<file path="src/rtl/led_scan_pkg.sv">
// Shared mode encodings and sizing helpers for the LED scanner.
package led_scan_pkg;

    typedef enum logic [1:0] {
        MODE_BOUNCE = 2'b00,
        MODE_ROTATE = 2'b01,
        MODE_BLINK  = 2'b10,
        MODE_OFF    = 2'b11
    } mode_e;

    // speed 3 is the base period; each step down doubles it
    function automatic logic [1:0] speed_shift(input logic [1:0] speed);
        return 2'd3 - speed;
    endfunction

    function automatic int unsigned cnt_width(input int unsigned clk_div);
        return $clog2(8 * clk_div);
    endfunction

endpackage

</file>
<file path="src/rtl/led_scan_ctrl_if.sv">
// Switch/button inputs and LED drive outputs of the scanner.
interface led_scan_ctrl_if;
    logic [1:0] mode;
    logic [1:0] speed;
    logic       pause;
    logic [7:0] led_out;
    logic       dir_out;
    logic       step;

    modport master (output mode, speed, pause, input led_out, dir_out, step);
    modport slave  (input mode, speed, pause, output led_out, dir_out, step);
endinterface

</file>
<file path="src/rtl/led_tick_gen.sv">
// Step prescaler: terminal period CLK_DIV << (3 - speed), frozen by pause, cleared by clr.
module led_tick_gen
    import led_scan_pkg::*;
#(
    parameter int unsigned CLK_DIV = 12_500_000
) (
    input  logic       clk,
    input  logic       rst,
    input  logic [1:0] speed,
    input  logic       pause,
    input  logic       clr,
    output logic       tick
);

    localparam int unsigned CW = cnt_width(CLK_DIV);

    typedef logic [CW-1:0] cnt_t;
    typedef logic [CW:0]   term_t;

    cnt_t  cnt_q, cnt_d;
    term_t term;

    // >= rather than == so a speed change below the current count ticks at once
    always_comb begin
        term  = term_t'(CLK_DIV) << speed_shift(speed);
        tick  = !pause && !clr && ({1'b0, cnt_q} >= term - term_t'(1));
        cnt_d = cnt_q;
        if (clr) begin
            cnt_d = '0;
        end else if (!pause) begin
            cnt_d = tick ? '0 : cnt_q + cnt_t'(1);
        end
    end

    always_ff @(posedge clk) begin
        if (rst) begin
            cnt_q <= '0;
        end else begin
            cnt_q <= cnt_d;
        end
    end

endmodule

</file>
<file path="src/rtl/led_scan_ctrl.sv">
// 8-LED scanner sequencer: 10-bit comet pattern with bounce/rotate/blink/off modes.
module led_scan_ctrl
    import led_scan_pkg::*;
#(
    parameter int unsigned CLK_DIV   = 12_500_000,
    parameter logic [9:0]  LEDS_INIT = 10'b1100000000,
    parameter logic        DIR_INIT  = 1'b1
) (
    input  logic             clk,
    input  logic             rst,
    led_scan_ctrl_if.slave   bus
);

    mode_e      mode_in;
    mode_e      mode_q, mode_d;
    logic [9:0] leds_q, leds_d;
    logic       dir_q, dir_d;
    logic       ph_q, ph_d;
    logic [7:0] led_out_q, led_out_d;
    logic       dir_out_q, dir_out_d;
    logic       step_q, step_d;
    logic       mode_chg;
    logic       tick;

    assign mode_in  = mode_e'(bus.mode);
    assign mode_chg = (mode_in != mode_q);

    led_tick_gen #(
        .CLK_DIV (CLK_DIV)
    ) u_tick (
        .clk   (clk),
        .rst   (rst),
        .speed (bus.speed),
        .pause (bus.pause),
        .clr   (mode_chg),
        .tick  (tick)
    );

    always_comb begin
        mode_d    = mode_q;
        leds_d    = leds_q;
        dir_d     = dir_q;
        ph_d      = ph_q;
        step_d    = 1'b0;
        led_out_d = led_out_q;
        dir_out_d = dir_out_q;

        if (mode_chg) begin
            mode_d = mode_in;
            leds_d = LEDS_INIT;
            dir_d  = DIR_INIT;
            ph_d   = 1'b0;
        end else if (tick) begin
            step_d = 1'b1;
            case (mode_q)
                // guard bits [9] and [0] let the comet slide fully off the visible edge
                MODE_BOUNCE: begin
                    if (dir_q) begin
                        if (leds_q[0]) begin
                            dir_d  = 1'b0;
                            leds_d = leds_q << 1;
                        end else begin
                            leds_d = leds_q >> 1;
                        end
                    end else begin
                        if (leds_q[9]) begin
                            dir_d  = 1'b1;
                            leds_d = leds_q >> 1;
                        end else begin
                            leds_d = leds_q << 1;
                        end
                    end
                end
                MODE_ROTATE: leds_d = dir_q ? {leds_q[0], leds_q[9:1]}
                                            : {leds_q[8:0], leds_q[9]};
                MODE_BLINK:  ph_d   = ~ph_q;
                default:     ;
            endcase
        end

        // outputs only move with a state update, so the reset image persists until then
        if (mode_chg || tick) begin
            dir_out_d = dir_d;
            case (mode_d)
                MODE_BOUNCE, MODE_ROTATE: led_out_d = leds_d[8:1];
                MODE_BLINK:               led_out_d = {8{ph_d}};
                default:                  led_out_d = '0;
            endcase
        end
    end

    always_ff @(posedge clk) begin
        if (rst) begin
            mode_q    <= mode_in;
            leds_q    <= LEDS_INIT;
            dir_q     <= DIR_INIT;
            ph_q      <= 1'b0;
            step_q    <= 1'b0;
            dir_out_q <= DIR_INIT;
            led_out_q <= LEDS_INIT[8:1];
        end else begin
            mode_q    <= mode_d;
            leds_q    <= leds_d;
            dir_q     <= dir_d;
            ph_q      <= ph_d;
            step_q    <= step_d;
            dir_out_q <= dir_out_d;
            led_out_q <= led_out_d;
        end
    end

    assign bus.led_out = led_out_q;
    assign bus.dir_out = dir_out_q;
    assign bus.step    = step_q;

endmodule

</file>
<file path="src/flat_wrapper.sv">
// flat-port wrapper written by rule: the top's interface ports become plain ports
module led_scan_ctrl_flat import led_scan_pkg::*;
#(
    parameter int unsigned CLK_DIV   = 12_500_000,
    parameter logic [9:0]  LEDS_INIT = 10'b1100000000,
    parameter logic        DIR_INIT  = 1'b1
)
  (clk, rst, bus_mode, bus_speed, bus_pause, bus_led_out, bus_dir_out, bus_step);
  led_scan_ctrl_if bus_i ();
  input  logic clk;
  input  logic rst;
  input wire logic [$bits(bus_i.mode)-1:0] bus_mode;
  input wire logic [$bits(bus_i.speed)-1:0] bus_speed;
  input wire logic [$bits(bus_i.pause)-1:0] bus_pause;
  output wire logic [$bits(bus_i.led_out)-1:0] bus_led_out;
  output wire logic [$bits(bus_i.dir_out)-1:0] bus_dir_out;
  output wire logic [$bits(bus_i.step)-1:0] bus_step;
  assign bus_i.mode = bus_mode;
  assign bus_i.speed = bus_speed;
  assign bus_i.pause = bus_pause;
  assign bus_led_out = bus_i.led_out;
  assign bus_dir_out = bus_i.dir_out;
  assign bus_step = bus_i.step;
  led_scan_ctrl #(.CLK_DIV(CLK_DIV), .LEDS_INIT(LEDS_INIT), .DIR_INIT(DIR_INIT)) u_core (.clk(clk), .rst(rst), .bus(bus_i));
endmodule
</file>
<file path="config.mk">
export PLATFORM = sky130hd
export DESIGN_NAME = led_scan_ctrl_flat
export DESIGN_NICKNAME = d
export VERILOG_FILES = /design/src/rtl/led_scan_pkg.sv /design/src/rtl/led_scan_ctrl_if.sv /design/src/rtl/led_tick_gen.sv /design/src/rtl/led_scan_ctrl.sv /design/src/flat_wrapper.sv
export SDC_FILE = /design/constraint.sdc
export NUM_CORES = 1
export LEC_CHECK = 0
export BUFFER_PORTS_ARGS = -buffer_cell sky130_fd_sc_hd__buf_4
export CAP_MARGIN = 25
export CORE_MARGIN = 2
export CORE_UTILIZATION = 61
export CTS_BUF_LIST = sky130_fd_sc_hd__clkbuf_16
export CTS_CLUSTER_DIAMETER = 80
export DETAILED_ROUTE_END_ITERATION = 10
export HOLD_SLACK_MARGIN = 0.05
export PLACE_DENSITY = 0.88
export SLEW_MARGIN = 20
export SYNTH_ARGS = -nofsm -noshare
export SYNTH_HDL_FRONTEND = slang
export SYNTH_HIERARCHICAL = 1
export SYNTH_SLANG_ARGS = --single-unit
</file>
<file path="constraint.sdc">
create_clock -name clk -period 4 [get_ports clk]
set_input_delay 0 -clock clk [delete_from_list [all_inputs] [get_ports clk]]
set_output_delay 0 -clock clk [all_outputs]
set_load 0.02 [all_outputs]
</file>
Yosys cells after proc, flatten, opt, wreduce, memory -nomap -nowiden. Index checks and enable logic that the tools add are counted.

Register bits: 51. Input bits: 7. Output and inout bits: 10. Word-level logic and storage cells: 52.

Add/sub/neg operators: 3. Magnitude comparators: 1. Equality and inequality tests: 5. Shift operators: 1. Muxes and demuxes: 21. Bitwise gates (word level): 1. Reduce and logical (&&, ||, !) cells: 11.

Operator list (number): 10-bit two-way mux (4); 27-bit by 28-bit greater-or-equal comparator with 1-bit output (1); 24-bit by 2-bit left shift with 28-bit output (first input constant) (1); 28-bit by 1-bit subtractor with 28-bit output (second input constant) (1); 27-bit by 1-bit adder with 27-bit output (second input constant) (1); 27-bit two-way mux (1); 10-bit one-hot mux with 2 select lines (1); 9-bit two-way mux (2); 8-bit one-hot mux with 2 select lines (1); 1-bit two-way mux (10); 2-bit by 1-bit == test with 1-bit output (second input constant) (2); 2-bit == test (second input constant) (2); 2-bit zero test (2); 2-bit two-way mux (2); 2-bit OR reduction (2); 1-bit logical AND (2); 1-bit zero test (2); 2-bit inequality test (1); 2-bit AND reduction (1); 2-bit nonzero test (1); 2-bit subtractor (first input constant) (1); 1-bit logical OR (1); 1-bit inverter (1).

Logic depth before layout (Yosys ltp).
Depth after elaboration: 8. Gate-level depth with buffers: 13. Mapped depth without buffers: 12.

Cells and area by module. Netlist, hierarchy kept.

By module, submodules not included: led_tick_gen (times used 1, cells each 208, area an instance 1870.5 um2, sequential area each 540.5 um2); led_scan_ctrl (times used 1, cells each 131, area an instance 1217.4 um2, sequential area each 480.5 um2).

Worst setup path after synthesis. No wires, ideal clock.

Path kind: register -> register. Start: register u_core.u_tick.cnt_q[17]. End: register u_core.led_out_q[3], in the netlist u_core/bus.led_out[3]. Library setup time: 0.122 ns. Arrival: 2.666 ns. Data required time: 3.878 ns. Setup slack: 1.212 ns. Cell stages (with the launch flop): 10. Path buffers: 1. Period minus slack after synthesis: 2.788 ns. Cell sequence: dfxtp_1 ha_1 nand4_2 a2111oi_4 o211ai_2 a311oi_1 nand2b_1 buf_2 and2_1 o311a_1.

Longest elaborated chain between the ends: 5. Elaborated cells on any way between the ends: 8. Those cells by class: order compare (1); mux (5); reduce/logical (2).

RTL lines: from (decl) (RTL line led_tick_gen.sv:20) `cnt_t cnt_q, cnt_d;`; from (signal assigned) (RTL line led_tick_gen.sv:39) `cnt_q <= cnt_d;`; 27-bit by 28-bit greater-or-equal comparator with 1-bit output (*) (RTL line led_tick_gen.sv:26) `tick = !pause && !clr && ({1'b0, cnt_q} >= term - term_t'(1));`; 1-bit logical AND (*) (RTL line led_tick_gen.sv:26); named net u_core.tick (RTL line led_scan_ctrl.sv:23) `logic tick;`; 1-bit two-way mux / 9-bit two-way mux (equally long branches) (RTL line led_scan_ctrl.sv:53) `end else if (tick) begin`; 1-bit two-way mux / 9-bit two-way mux (equally long branches) (RTL line led_scan_ctrl.sv:48) `if (mode_chg) begin`; 8-bit one-hot mux with 2 select lines (RTL line led_scan_ctrl.sv:84) `case (mode_d)`; to (signal assigned) (RTL line led_scan_ctrl.sv:100) `led_out_q <= LEDS_INIT[8:1];`; to (signal assigned) (RTL line led_scan_ctrl.sv:108) `led_out_q <= led_out_d;`; to (decl) (RTL line led_scan_ctrl.sv:19) `logic [7:0] led_out_q, led_out_d;`.

Mark *: on every way through the listed nets, which the timed path passes. The rest lies on a longest branch. A chain may end at the register's enable or synchronous reset.

Worst setup path in the final report. Same ends and word-level chain as after synthesis.

==> flow_metrics.tcl <==
set metrics [dict create \
    pwr_density_cell_nw_per_um2 310 \
    syn_nets 366 \
    end_kind "register" \
    synth_area_leaders "dfxtp_1 (33%), ha_1 (8.1%), xnor2_1 (5.4%)" \
    finalCritPeriodShare_pct 87.5 \
    leakagePower_nw 1.31 \
    antenna_left 0 \
    cp_max_fo 11 \
    timing.rr.start "u_core/u_tick/cnt_q[17]$_SDFFE_PP0N_" \
    fp.dieW_um 75.2 \
    cts_tree "done" \
    synth.avg_cell_area_sq_um 9.11 \
    postCtsSetupBuffers 0 \
    port_buffers 16 \
    yosysSeqAreaShare_pct 33.1 \
    synth_area_leader_cell "dfxtp_1" \
    drive_gt1_share_pct 19.9 \
    yosysWarnings 6 \
    fill_cells 371 \
    synth_cells 339 \
    core_sq_um 4820 \
    setup.worst_path.class "register to register" \
    die-area_sq_um 5650 \
    clkLatencyLatePin_ps 290 \
    grt_use_total_pct 24.0 \
    area_growth_syn_to_layout_pct 11.2 \
    rows 25 \
    reg2reg_slack_ps 500 \
    first_pass_iters 4 \
    hold_violations 0 \
    drv_slew 0 \
    max_slew_margin_pct 42.3 \
    globalRouteOverflowTotal 0 \
    final.setup_skew_ps 6.04 \
    drt_iter0_markers 201 \
    cts.sinks 51 \
    cts_root_buf "clkbuf_16" \
    rsz0062_at_grt "false" \
    fin_setup_tns_ps 0 \
    worst-slew-pin-transition_ps 860 \
    place_hpwl_mm 4.34 \
    final_util_pct 71.3 \
    clk_pin_slew_worst_paths_ps 70 \
    synth.cell_area_sq_um 3090 \
    grt_max_degree 27 \
    first_global_vias 2262 \
    final_common_cell "dfxtp_1" \
    ioPinCount 17 \
    irDropWorstVdd_mv 0.170 \
    synth_cell_types 66 \
    wl_per_cell_um 15.0 \
    vias_per_cell 5.73 \
    crit_path_start_kind "register" \
    ys_ff_latch 51 \
    status "finished, final reports clean" \
    layout_common_cells "dfxtp_1 (51), nand2_1 (30), nor2_1 (25)" \
    drc 0 \
    place_inst 411 \
    synth_edf_count 0 \
    drt_wl_total_mm 6.35 \
    antenna_found_initial 0 \
    ctsResizeCount 0 \
    setup_viol 0 \
    finalCriticalPeriod_ps 3500 \
    synth_top_flop_cell "dfxtp_1" \
    fmax_mhz 286 \
    cts_buffers 5 \
    clock_path_buffers 2 \
    initial_core_util_pct 64.1 \
    gp_congestion 0.912 \
    synth.top_cell.area_share_pct 33.1 \
    final_cells 424 \
    crit-reg2reg-capture "u_core/bus.led_out[3]$_SDFFE_PP0P_" \
    min_path_type "input port to register" \
    max-cap-violations 0 \
    crit_start "u_core/u_tick/cnt_q[17]$_SDFFE_PP0N_" \
    vias 2429 \
    grt_pass1_wl_mm 10.5 \
    nets 383 \
    crit_path_end "u_core/bus.led_out[3]$_SDFFE_PP0P_" \
    ff2ff_path_depth 9 \
    die_y_um 75.2 \
    synthArstFlopShare_pct 0 \
    diodes 0 \
    ctsHtreeMaxLevel 2 \
    critPathRequiredTime_ps 4240 \
    arrival_ps 3740 \
]
-- critical path, stage by stage (launching register included) --
cell and delay [ps]:
dfxtp_1 350, ha_1 330, nand4_2 160, a2111oi_4 300
o211ai_2 170, a311oi_1 760, nor2b_1 660, nand2_1 210
mux2i_1 310, o311a_1 180
-- stage by stage --
step                setup slack (ps)  area [sq um]  hold slack (ps)  power, mW
finish                           500          3430              388       1.06
global route                     266          3430              409       1.10
CTS                              541          3410              383       1.06
detailed placement               688          3210              167      0.627
global placement                 809          3210              167      0.625
floorplan                       1210          3090             90.4      0.602
-- kinds of logic after synthesis --
logic type | Yosys count | share of synthesized area, %
adders and majority gates | 20 | 8.10
other | 2 | 0.243
AOI/OAI and AO/OA | 54 | 14.6
and+or+nand+nor | 147 | 27.9
DFF | 51 | 33.1
xor gates and xnor gates | 30 | 9.24
muxes | 7 | 2.27
buffers and inverters | 28 | 4.58
-- repair_timing --
item | CTS | global route
endpoints found under the setup margin | 0 | 0
hold buffers | 4 | 0
endpoints found under the hold margin | 6 | 0
-- Yosys cell counts, types with 7 or more instances --
cell type / n
dfxtp_1: 51
nand2_1: 30
nor2_1: 25
ha_1: 20
nor2_2: 20
xnor2_1: 19
inv_1: 17
a21oi_1: 12
nand3_1: 12
and2_1: 8
nand2b_1: 8
xor2_1: 8
mux2i_1: 7
-- how the worst min path moves through the flow --
stage / startpoint / to / slack [ps] / cells past startpoint
finish: bus_speed[1] / u_core/u_tick/cnt_q[1]$_SDFFE_PP0N_ / 390 / 7
global route: bus_mode[1] / u_core/mode_q[1]$_DFF_P_ / 410 / 2
CTS: bus_speed[1] / u_core/u_tick/cnt_q[1]$_SDFFE_PP0N_ / 380 / 7
detailed placement: bus_mode[1] / u_core/mode_q[1]$_DFF_P_ / 170 / 1
global placement: bus_mode[1] / u_core/mode_q[1]$_DFF_P_ / 170 / 1
floorplan: bus_mode[1] / u_core/mode_q[1]$_DFF_P_ / 90 / 1
-- state kept, by name, indices dropped and copies added, names as in the netlist --
signal               flops
u_core/u_tick/cnt_q     27
u_core/bus.step          1
u_core/leds_q           10
u_core/bus.dir_out       1
u_core/ph_q              1
u_core/mode_q            2
u_core/bus.led_out       8
u_core/dir_q             1
-- layout make-up --
cell class              count  area (sq um)  area share [%]
multi-input cells         260          1930            56.1
flip-flops and latches     51          1020            29.7
repair buffers             21           188            5.47
clock buffers               5           125            3.64
well taps                  67          83.8            2.44
inverters                  17          63.8            1.86
clock inverters             3          26.3           0.765
-- power breakdown --
part | switching (mW) | internal, mW | total (mW)
clock network | 0.200 | 0.238 | 0.437
logic | 0.0632 | 0.0429 | 0.106
registers | 0.00625 | 0.513 | 0.520
total | 0.269 | 0.794 | 1.06
-- metal layers --
metal | GRT usage [%] | vias up | wire, um
met2 | 38.3 | 72 | 3000
met5 | 0 | - | 0
li1 | - | 1218 | -
met1 | 33.5 | 1128 | 2970
met3 | 3.75 | 11 | 288
met4 | 7.60 | 0 | 89
No activity file was read; power rests on OpenSTA's default activity.
